### src/rtl/sensor_conditioner_pkg.sv
`default_nettype none
// ============================================================================
//  Module      : sensor_conditioner_pkg
//  Description : Shared lane/age constants and types for sensor_conditioner.
//  Revision    : 1.0  initial release
// ============================================================================
package sensor_conditioner_pkg;

    localparam int NUM_LANES = 4;
    localparam int LANE_W    = 2;
    localparam int AGE_W     = 8;

    typedef logic [LANE_W-1:0] lane_t;
    typedef logic [AGE_W-1:0]  age_t;

    localparam age_t AGE_MAX = 8'd255;

    // Counter width able to hold 0..n-1, never narrower than one bit.
    function automatic int cnt_width(input int n);
        return (n > 1) ? $clog2(n) : 1;
    endfunction

endpackage
`default_nettype wire

### src/rtl/sensor_conditioner_if.sv
`default_nettype none
// ============================================================================
//  Module      : sensor_conditioner_if
//  Description : Lane sensor, service-clear and priority signals.
//  Revision    : 1.0  initial release
// ============================================================================
interface sensor_conditioner_if;
    import sensor_conditioner_pkg::*;

    logic [NUM_LANES-1:0] T_RAW;
    logic                 CLEAR;
    lane_t                CLEAR_SIDE;
    logic [NUM_LANES-1:0] T_CLEAN;
    logic [NUM_LANES-1:0] REQ;
    logic                 PRIO_VALID;
    lane_t                PRIO_SIDE;

    modport slave (
        input  T_RAW, CLEAR, CLEAR_SIDE,
        output T_CLEAN, REQ, PRIO_VALID, PRIO_SIDE
    );

    modport master (
        output T_RAW, CLEAR, CLEAR_SIDE,
        input  T_CLEAN, REQ, PRIO_VALID, PRIO_SIDE
    );

endinterface
`default_nettype wire

### src/rtl/sensor_conditioner_lane_debounce.sv
`default_nettype none
// ============================================================================
//  Module      : lane_debounce
//  Description : Per-lane 2-flop synchronizer, sample-tick debouncer, clean level.
//  Revision    : 1.0  initial release
// ============================================================================
module lane_debounce
    import sensor_conditioner_pkg::*;
#(
    parameter int DB_COUNT = 20
) (
    input  wire logic clk,
    input  wire logic rst,
    input  wire logic i_sample_tick,
    input  wire logic i_raw,
    output logic      o_clean
);

    localparam int                CNT_W     = cnt_width(DB_COUNT);
    localparam logic [CNT_W-1:0]  c_DB_LAST = CNT_W'(DB_COUNT - 1);

    logic [1:0]       sync_q,  sync_d;
    logic [CNT_W-1:0] cnt_q,   cnt_d;
    logic             clean_q, clean_d;

    always_comb begin
        sync_d  = {sync_q[0], i_raw};
        cnt_d   = cnt_q;
        clean_d = clean_q;
        if (i_sample_tick) begin
            if (sync_q[1] == clean_q) begin
                cnt_d = '0;
            end else if (cnt_q == c_DB_LAST) begin
                // DB_COUNT-th consecutive differing sample accepts the new level.
                clean_d = ~clean_q;
                cnt_d   = '0;
            end else begin
                cnt_d = cnt_q + CNT_W'(1);
            end
        end
    end

    always_ff @(posedge clk or posedge rst) begin
        if (rst) begin
            sync_q  <= '0;
            cnt_q   <= '0;
            clean_q <= 1'b0;
        end else begin
            sync_q  <= sync_d;
            cnt_q   <= cnt_d;
            clean_q <= clean_d;
        end
    end

    assign o_clean = clean_q;

endmodule
`default_nettype wire

### src/rtl/sensor_conditioner.sv
`default_nettype none
// ============================================================================
//  Module      : sensor_conditioner
//  Description : Debounced lane occupancy, latched service requests, oldest-first
//                lane priority.
//  Revision    : 1.0  initial release
// ============================================================================
module sensor_conditioner
    import sensor_conditioner_pkg::*;
#(
    parameter int SAMPLE_DIV = 100000,
    parameter int DB_COUNT   = 20,
    parameter int AGE_DIV    = 1000
) (
    input  wire logic          CLK_100MHZ,
    input  wire logic          RESET,
    sensor_conditioner_if.slave bus
);

    localparam int                  PRESC_W      = cnt_width(SAMPLE_DIV);
    localparam int                  AGEDIV_W     = cnt_width(AGE_DIV);
    localparam logic [PRESC_W-1:0]  c_PRESC_LAST = PRESC_W'(SAMPLE_DIV - 1);
    localparam logic [AGEDIV_W-1:0] c_AGE_LAST   = AGEDIV_W'(AGE_DIV - 1);

    logic [PRESC_W-1:0]   presc_q,      presc_d;
    logic [AGEDIV_W-1:0]  age_div_q,    age_div_d;
    logic                 sample_tick,  age_tick;
    logic [NUM_LANES-1:0] t_clean;
    logic [NUM_LANES-1:0] clean_prev_q, clean_prev_d;
    logic [NUM_LANES-1:0] req_q,        req_d;
    logic [NUM_LANES-1:0] clear_hit;
    age_t                 age_q [NUM_LANES];
    age_t                 age_d [NUM_LANES];
    logic                 prio_valid_q, prio_valid_d;
    lane_t                prio_side_q,  prio_side_d;
    logic                 best_found;
    lane_t                best_side;
    age_t                 best_age;

    always_comb begin
        sample_tick = (presc_q == c_PRESC_LAST);
        presc_d     = sample_tick ? '0 : presc_q + PRESC_W'(1);
        age_tick    = sample_tick && (age_div_q == c_AGE_LAST);
        age_div_d   = age_div_q;
        if (sample_tick) begin
            age_div_d = age_tick ? '0 : age_div_q + AGEDIV_W'(1);
        end
    end

    generate
        for (genvar g = 0; g < NUM_LANES; g++) begin : g_lane
            lane_debounce #(
                .DB_COUNT (DB_COUNT)
            ) u_lane_debounce (
                .clk           (CLK_100MHZ),
                .rst           (RESET),
                .i_sample_tick (sample_tick),
                .i_raw         (bus.T_RAW[g]),
                .o_clean       (t_clean[g])
            );
        end
    endgenerate

    // Clear beats a simultaneous rising edge; the lane re-arms only on a later edge.
    always_comb begin
        clean_prev_d = t_clean;
        for (int i = 0; i < NUM_LANES; i++) begin
            clear_hit[i] = bus.CLEAR && (bus.CLEAR_SIDE == LANE_W'(i));
            req_d[i]     = req_q[i];
            if (clear_hit[i]) begin
                req_d[i] = 1'b0;
            end else if (t_clean[i] && !clean_prev_q[i]) begin
                req_d[i] = 1'b1;
            end
            age_d[i] = age_q[i];
            if (!req_q[i] || clear_hit[i]) begin
                age_d[i] = '0;
            end else if (age_tick && (age_q[i] != AGE_MAX)) begin
                age_d[i] = age_q[i] + AGE_W'(1);
            end
        end
    end

    // Strict greater-than while scanning upward keeps ties on the lowest lane.
    always_comb begin
        best_found = 1'b0;
        best_side  = '0;
        best_age   = '0;
        for (int i = 0; i < NUM_LANES; i++) begin
            if (req_q[i] && (!best_found || (age_q[i] > best_age))) begin
                best_found = 1'b1;
                best_side  = LANE_W'(i);
                best_age   = age_q[i];
            end
        end
        prio_valid_d = |req_q;
        prio_side_d  = best_found ? best_side : prio_side_q;
    end

    always_ff @(posedge CLK_100MHZ or posedge RESET) begin
        if (RESET) begin
            presc_q      <= '0;
            age_div_q    <= '0;
            clean_prev_q <= '0;
            req_q        <= '0;
            prio_valid_q <= 1'b0;
            prio_side_q  <= '0;
            for (int i = 0; i < NUM_LANES; i++) begin
                age_q[i] <= '0;
            end
        end else begin
            presc_q      <= presc_d;
            age_div_q    <= age_div_d;
            clean_prev_q <= clean_prev_d;
            req_q        <= req_d;
            prio_valid_q <= prio_valid_d;
            prio_side_q  <= prio_side_d;
            for (int i = 0; i < NUM_LANES; i++) begin
                age_q[i] <= age_d[i];
            end
        end
    end

    assign bus.T_CLEAN    = t_clean;
    assign bus.REQ        = req_q;
    assign bus.PRIO_VALID = prio_valid_q;
    assign bus.PRIO_SIDE  = prio_side_q;

endmodule
`default_nettype wire

### src/flat_wrapper.sv
// flat-port wrapper written by rule: the top's interface ports become plain ports
module sensor_conditioner_flat import sensor_conditioner_pkg::*;
#(
    parameter int SAMPLE_DIV = 100000,
    parameter int DB_COUNT   = 20,
    parameter int AGE_DIV    = 1000
)
  (CLK_100MHZ, RESET, bus_T_RAW, bus_CLEAR, bus_CLEAR_SIDE, bus_T_CLEAN, bus_REQ, bus_PRIO_VALID, bus_PRIO_SIDE);
  sensor_conditioner_if bus_i ();
  input  wire logic CLK_100MHZ;
  input  wire logic RESET;
  input wire logic [$bits(bus_i.T_RAW)-1:0] bus_T_RAW;
  input wire logic [$bits(bus_i.CLEAR)-1:0] bus_CLEAR;
  input wire logic [$bits(bus_i.CLEAR_SIDE)-1:0] bus_CLEAR_SIDE;
  output wire logic [$bits(bus_i.T_CLEAN)-1:0] bus_T_CLEAN;
  output wire logic [$bits(bus_i.REQ)-1:0] bus_REQ;
  output wire logic [$bits(bus_i.PRIO_VALID)-1:0] bus_PRIO_VALID;
  output wire logic [$bits(bus_i.PRIO_SIDE)-1:0] bus_PRIO_SIDE;
  assign bus_i.T_RAW = bus_T_RAW;
  assign bus_i.CLEAR = bus_CLEAR;
  assign bus_i.CLEAR_SIDE = bus_CLEAR_SIDE;
  assign bus_T_CLEAN = bus_i.T_CLEAN;
  assign bus_REQ = bus_i.REQ;
  assign bus_PRIO_VALID = bus_i.PRIO_VALID;
  assign bus_PRIO_SIDE = bus_i.PRIO_SIDE;
  sensor_conditioner #(.SAMPLE_DIV(SAMPLE_DIV), .DB_COUNT(DB_COUNT), .AGE_DIV(AGE_DIV)) u_core (.CLK_100MHZ(CLK_100MHZ), .RESET(RESET), .bus(bus_i));
endmodule
### config.mk
export PLATFORM = sky130hd
export DESIGN_NAME = sensor_conditioner_flat
export DESIGN_NICKNAME = d
export VERILOG_FILES = /design/src/rtl/sensor_conditioner_pkg.sv /design/src/rtl/sensor_conditioner_if.sv /design/src/rtl/sensor_conditioner_lane_debounce.sv /design/src/rtl/sensor_conditioner.sv /design/src/flat_wrapper.sv
export SDC_FILE = /design/constraint.sdc
export NUM_CORES = 1
export LEC_CHECK = 0
export ABC_CLOCK_PERIOD_IN_PS = 12200
export CAP_MARGIN = 20
export CORE_MARGIN = 4
export CORE_UTILIZATION = 55
export CTS_BUF_LIST = sky130_fd_sc_hd__clkbuf_4 sky130_fd_sc_hd__clkbuf_8
export DETAILED_ROUTE_END_ITERATION = 8
export PLACE_DENSITY_LB_ADDON = 0.08
export SETUP_SLACK_MARGIN = 0.15
export SYNTH_ARGS = -nofsm -noshare
export SYNTH_HDL_FRONTEND = slang
export SYNTH_HIERARCHICAL = 1
export SYNTH_SLANG_ARGS = --single-unit
export TNS_END_PERCENT = 50
### constraint.sdc
create_clock -name CLK_100MHZ -period 12.2 [get_ports CLK_100MHZ]
set_input_delay 3.66 -clock CLK_100MHZ [delete_from_list [all_inputs] [get_ports CLK_100MHZ]]
set_output_delay 3.66 -clock CLK_100MHZ [all_outputs]
set_load 0.1 [all_outputs]
==> metrics.txt, run 1 <==
RePlAce Congestion=0.864; num rows=37; post-synth top area cell=dfrtp_1; CP Launch Point=u_core/bus.REQ[0]; Die H=110 um; Tcrit/Tclk final=49.0%; Die Area=12200 sq um; Worst Path Max Fanout=15; Mapped Nets=between 600 and 700; commonest cells in the netlist=102 x dfrtp_1, 58 x nand3_1, 55 x nand2_1, 55 x nor2_1, 43 x inv_1; nature of the critical path startpoint=flip-flop; FF+latch count, synth=about 100; Post-CTS Hold Buffers=0; yosys warns=6; largest net degree at the start of global routing=71; nets=673; WL final=11400 um; CP cell instances=nand2_1, ha_1, nand2_1, o21a_1, a21oi_1, and2_0, o221a_2, ha_1, a211oi_1, nand2_1, o31ai_1, buf_4, mux2_2, ha_1, a21o_1, a21o_1, a21oi_1, a21oi_1, o21ai_0, nand3_1; share of the synthesized area in the top cell type=between 40% and 50%; CTS max path bufs=2; Slew headroom=about 34%; asr flop ratio synth=100%; total global-route track usage=between 20% and 30%; HP Class=flip-flop to flip-flop; post-synth cell types=53; DR iter-0 viols=249; first-pass detailed-route iteration total=5; Vias=4419; Critical-path top delay cell=o31ai_1; vias per cell=5.73; area grow syn2layout=9.03%; root buffer cell=clkbuf_8; fmax=roughly 0.17 GHz; max-cap violations=0; initial antenna violation count=0; Die Width=approximately 110 um; Worst setup EP type=flip-flop; most common cell in the netlist=dfrtp_1; Crit Path Category=flip-flop to flip-flop; Leak=2.67 nW; post-route ant nets=0; CTS H-Tree Depth=3; cell family with most CP delay=compound AO/OA/AOI/OAI gates; Syn Inst Count=608; Final Critical Period=5.98 ns; Seq/Total Area, Yosys=between 40% and 50%; Avg Cell Area, Syn=9.46 sq um; Worst-Margin Slew=0.991 ns; Inst Count DP=roughly 760; CTS Buf Count=9; Setup Skew=0.0153 ns; cell area after synthesis=5750 sq um; Worst Path Buf+Inv=1; TNS Setup=0 ns; Hold Violations, Final=0; hpwl dp=8140 um; WL/cell=14.8 um; Worst-path clk slew=roughly 0.1 ns; layout cells sized above 1=5.98%; RSZ-0062 raised after global routing=false; fin util=61.3%; status=finished clean; drt drc=0; count of final max-slew check failures=0; Initial Utilization=56.2%; clock sink count=102; Top FF cell, synth=dfrtp_1; IO Port Bufs=19; Req. time, crit path=around 12 ns; worst hold start=u_core/g_lane[1].u_lane_debounce/sync_q[0]; Post-CTS Setup Repair Bufs=0; Pwr Density=slightly above 90 nW/um^2; R2R Path Start=u_core/bus.REQ[0]; Core Box Area=10200 sq um; post-layout instance count excluding filler cells=771; first-pass GRT wire length=19900 um; Post-synth EDFFs=0; # resized after CTS=0; vias in the first global route=about 4300; Worst Path Arrival=6.25 ns; GRT overflow=0; clk_lat worst skew=approximately 0.38 ns; TritonCTS clock tree=built; worst stage delay on the critical path=0.80 ns; Synth area leaders=dfrtp_1 44%, ha_1 7.4%, nand3_1 5.0%, nand2_1 3.6%, nor2_1 3.6%; R2R setup slack=6.22 ns; peak supply drop=0.0830 mV; ANT cells=0; I/O pin cnt=20; setup violators final=0
## worst paths after layout
path                       cells past startpoint                                    endpoint
setup / recovery                              20                     u_core/bus.PRIO_SIDE[0]
setup reg to reg                              20                     u_core/bus.PRIO_SIDE[0]
max in group asynchronous                      3                          u_core/presc_q[12]
hold reg to reg                                0  u_core/g_lane[1].u_lane_debounce/sync_q[1]
hold / removal                                 0  u_core/g_lane[1].u_lane_debounce/sync_q[1]
min in group asynchronous                      2   u_core/g_lane[0].u_lane_debounce/cnt_q[3]
## area by class of cell
type / count / area [sq um]
Clock buffer: 10 / 138
Clock inverter: 6 / 58.8
Fill cell: 841 / 3960
Inverter: 44 / 165
Multi-Input combinational cell: 451 / 2970
Sequential cell: 102 / 2550
Tap cell: 136 / 170
Timing Repair Buffer: 22 / 213
## flip-flops by register name, summed over array words and instances (netlist names)
signal / cells
u_core/clean_prev_q: 4
u_core/g_lane.u_lane_debounce/cnt_q: 20
u_core/presc_q: 17
u_core/g_lane.u_lane_debounce/o_clean: 4
u_core/bus.PRIO_VALID: 1
u_core/bus.PRIO_SIDE: 2
u_core/age_div_q: 10
u_core/g_lane.u_lane_debounce/sync_q: 8
u_core/age_q: 32
u_core/bus.REQ: 4
## through the flow
step	total power [W]	hold slack, ns	setup WS, ns	area (sq um)
2_1_floorplan	0.000354	0.331	6.53	5750
3_3_place_gp	0.000360	0.333	6.62	6070
3_5_place_dp	0.000361	0.338	6.32	6070
4_1_cts	0.000579	0.364	6.24	6270
5_1_grt	0.000596	0.375	5.66	6270
6_report	0.000567	0.360	6.22	6270
## cell usage in the layout, fill, tap and decap left out, types with 6 or more instances in the layout
cell	n
nor4_1	6
dfrtp_1	102
clkdlybuf4s50_1	19
inv_1	42
o21ai_1	6
o21ai_0	22
o22ai_1	8
and3_1	16
ha_1	34
nand2_1	55
xnor2_1	22
nor2_1	55
o211a_1	6
a21oi_1	17
a21o_1	9
nand3_1	58
nand4_1	20
nor2b_1	8
a31oi_1	12
clkbuf_8	10
xor2_1	17
mux2_2	6
nor3_1	8
nand2b_1	8
## logic make-up (layout without fill, tap and decap cells)
family,after synthesis,in the layout,synth area share [%]
adders and majority gates,34,34,7.40
AOI/OAI and AO/OA,103,103,11.5
xor gates and xnor gates,43,43,7.07
and+or+nand+nor,259,259,23.4
muxes,12,12,2.31
buffers and inverters,55,82,3.92
DFF,102,102,44.4
## power by group
group | internal (W) | switching [W]
registers | 0.000339 | 0.000000804
logic | 0.00000377 | 0.00000968
clock network | 0.0000997 | 0.000114
## metal layers
layer / wire [um] / share of wire, % / track usage [%]
met5: 0 / 0 / 0
met4: 161 / 1.4 / 6.24
met3: 571 / 5.0 / 6.00
met2: 5100 / 45 / 31.2
met1: 5600 / 49 / 29.9
No activity file was read; power rests on OpenSTA's default activity.
==> run 2, diff against run 1 <==
Settings changed: ABC_CLOCK_PERIOD_IN_PS 12200 to 5600.
Clock period 12.2 ns to 5.6 ns, I/O delays scaled along.
==> run 2 against run 1 <==
Routed wire length grew 2.6%; largest cell class unchanged; maximum frequency grew 18%; count of clock-buffer cells in the layout grew 2.
==> metrics.txt, run 2 (synthesis gave the netlist of run 1 again) <==
Reg power frac=62.0% (+2.1 points); Critical-path top delay cell=dfrtp_2; Post-CTS Hold Buffers=0 (unchanged); Core Box Area=10200 sq um (unchanged); Leak=2.67 nW (about the same); commonest non-fill, non-tap cells in the layout=101 x dfrtp_1, 58 x nand3_1, 55 x nand2_1, 55 x nor2_1, 42 x inv_1; area grow syn2layout=9.01% (about the same); DR iter-0 viols=292 (+17%); Switch Pwr=0.000266 W (+110%); first-pass GRT wire length=20500 um (+3.0%); Worst-Margin Slew=0.975 ns (-0.0168 ns); Biggest register=u_core/age_q; Worst-path clk slew=0.09 ns (about the same); root buffer cell=clkbuf_8; TritonCTS clock tree=built; ANT cells=0 (unchanged); total global-route track usage=21.4% (+0.50 points); Logic pwr share=2.5% (about the same); design internal power=0.000929 W (+110%); RePlAce Congestion=0.858 (-0.72%); max-cap violations=0 (unchanged); HP Class=flip-flop to flip-flop; worst stage delay on the critical path=0.51 ns (-0.29 ns); Worst Path Arrival=5.31 ns (-0.94 ns); fin util=61.3% (about the same); clk_lat worst skew=0.38 ns (about the same); Net Sw Frac=22.2% (+0.26 points); I/O pin cnt=20 (unchanged); Hold Path Depth=0 (unchanged); drt drc=0 (unchanged); GRT overflow=0 (unchanged); first-pass detailed-route iteration total=5 (unchanged); Tcrit/Tclk final=90.3% (+41 points); max reg flops=32 (unchanged); M2 GR Usage=34.3% (+3.1 points); Die Area=12200 sq um (unchanged); count of final max-slew check failures=0 (unchanged); fmax=0.198 GHz (+18%); setup violators final=0 (unchanged); Worst Path Max Fanout=15 (unchanged); clock sink count=102 (unchanged); largest net degree at the start of global routing=45 (-37%); Pwr Density=191 nW/um^2 (+110%); Hold Violations, Final=0 (unchanged); met1 Usage GRT=28.9% (-1.0 points); Initial Utilization=56.2% (unchanged); num rows=37 (unchanged); Die H=110 um (unchanged); post-route ant nets=0 (unchanged); nature of the critical path startpoint=flip-flop; status=finished clean; IO Port Bufs=19 (unchanged); gr busiest metal=met2; layout cells sized above 1=6.44% (+0.45 points); WL final=11700 um (+2.6%); peak supply drop=0.165 mV (+99%); CTS Buf Count=9 (unchanged); M3 GR Usage=5.13% (-0.87 points); Final Critical Period=5.06 ns (-0.924 ns); clock network power share=35.5% (-2.2 points); nets=676 (+0.45%); vias in the first global route=4388 (+2.8%); WL/cell=15.2 um (+2.3%); RSZ-0062 raised after global routing=false; Setup Skew=0.0137 ns (-0.00160 ns); initial antenna violation count=0 (unchanged); CTS max path bufs=2 (unchanged); TNS Setup=0 ns (unchanged); worst-case reg-to-reg path depth=20 (unchanged); most common cell after layout, fill and taps aside=dfrtp_1; CP cell instances=nand2_1, ha_1, a21oi_1, o21a_1, nand3_1, and2_1, o221a_2, ha_1, a211oi_1, nand2_1, o31ai_1, buf_4, mux2_2, ha_1, a21o_1, a21o_1, a21oi_1, a21oi_1, o21ai_0, nand3_1; Slew headroom=34.8% (+1.1 points); vias per cell=5.77 (+0.71%); Req. time, crit path=5.85 ns (-6.61 ns); hpwl dp=8570 um (+5.3%); biggest registers after layout=u_core/age_q: 32 flops, u_core/g_lane.u_lane_debounce/cnt_q: 20 flops, u_core/presc_q: 17 flops; Worst setup EP type=flip-flop; Die Width=110 um (unchanged); CTS H-Tree Depth=3 (unchanged); Vias=4462 (+0.97%); Crit Path Category=flip-flop to flip-flop
-- run 2: cell count changes in the layout (fill, tap and decap cells not counted) --
cell and delta:
dfrtp_1 -1, and2_0 -1, and2_1 +1, clkbuf_4 +2
buf_4 +3, clkinv_2 -2, dfrtp_2 +1, bufinv_16 -1
-- run 2: critical path, delay by kind of cell (launching register included) --
family / cells / cell delay [ns]
AND/OR/NAND/NOR: 5 / 0.90
multiplexers: 1 / 0.33
buffers and inverters: 1 / 0.20
flip-flops: 1 / 0.51
adder cells (fa/ha/maj): 3 / 0.94
AO/OA/AOI/OAI: 10 / 2.06
-- run 2: final timing paths --
path                       slack [ns]                                        from                                          to
max                              0.54                           u_core/bus.REQ[0]                     u_core/bus.PRIO_SIDE[0]
min                              0.35  u_core/g_lane[0].u_lane_debounce/sync_q[0]  u_core/g_lane[0].u_lane_debounce/sync_q[1]
max reg2reg                      0.54                           u_core/bus.REQ[0]                     u_core/bus.PRIO_SIDE[0]
min reg2reg                      0.35  u_core/g_lane[0].u_lane_debounce/sync_q[0]  u_core/g_lane[0].u_lane_debounce/sync_q[1]
max in group asynchronous        2.85                                       RESET                            u_core/age_q[17]
min in group asynchronous        1.74                                       RESET   u_core/g_lane[3].u_lane_debounce/cnt_q[3]
-- run 2: area by class of cell --
class                   count  area [sq um]
repair buffers             25           235
inverters                  44           165
well taps                 136           170
flip-flops and latches    102          2550
clock inverters             3          18.8
fillers                   901          3960
clock buffers              12           153
multi-input cells         451          2970
-- run 2: per-stage QoR --
step | hold slack (ns) | instance area (sq um) | setup slack, ns | total power (W) | std cells
2_1_floorplan | 0.331 | 5750 | 0.207 | 0.000772 | 608
3_3_place_gp | 0.334 | 6100 | 0.735 | 0.000786 | 758
3_5_place_dp | 0.339 | 6100 | 0.546 | 0.000787 | 758
4_1_cts | 0.360 | 6270 | 0.511 | 0.00122 | 773
5_1_grt | 0.371 | 6270 | 0.212 | 0.00125 | 773
6_report | 0.355 | 6270 | 0.541 | 0.00119 | 773
-- run 2: power groups by stage --
stage	sequential, W	combinational, W	clock, W
3_3_place_gp	0.000755	0.0000308	0
5_1_grt	0.000741	0.0000354	0.000475
6_report	0.000741	0.0000303	0.000424
2_1_floorplan	0.000755	0.0000166	0
4_1_cts	0.000741	0.0000318	0.000445
3_5_place_dp	0.000755	0.0000317	0
-- run 2: routing by layer --
metal	vias to the layer above	routed length, um
met5	-	0
met4	0	155
met3	14	378
met2	67	5590
met1	2177	5600
li1	2204	-
-- run 2: what timing repair did --
| action | 4_1_cts | 5_1_grt |
|---|---|---|
| gates resized for setup | 0 | 1 |
| buffers inserted | 0 | 0 |
| setup endpoints to repair | 0 | 2 |
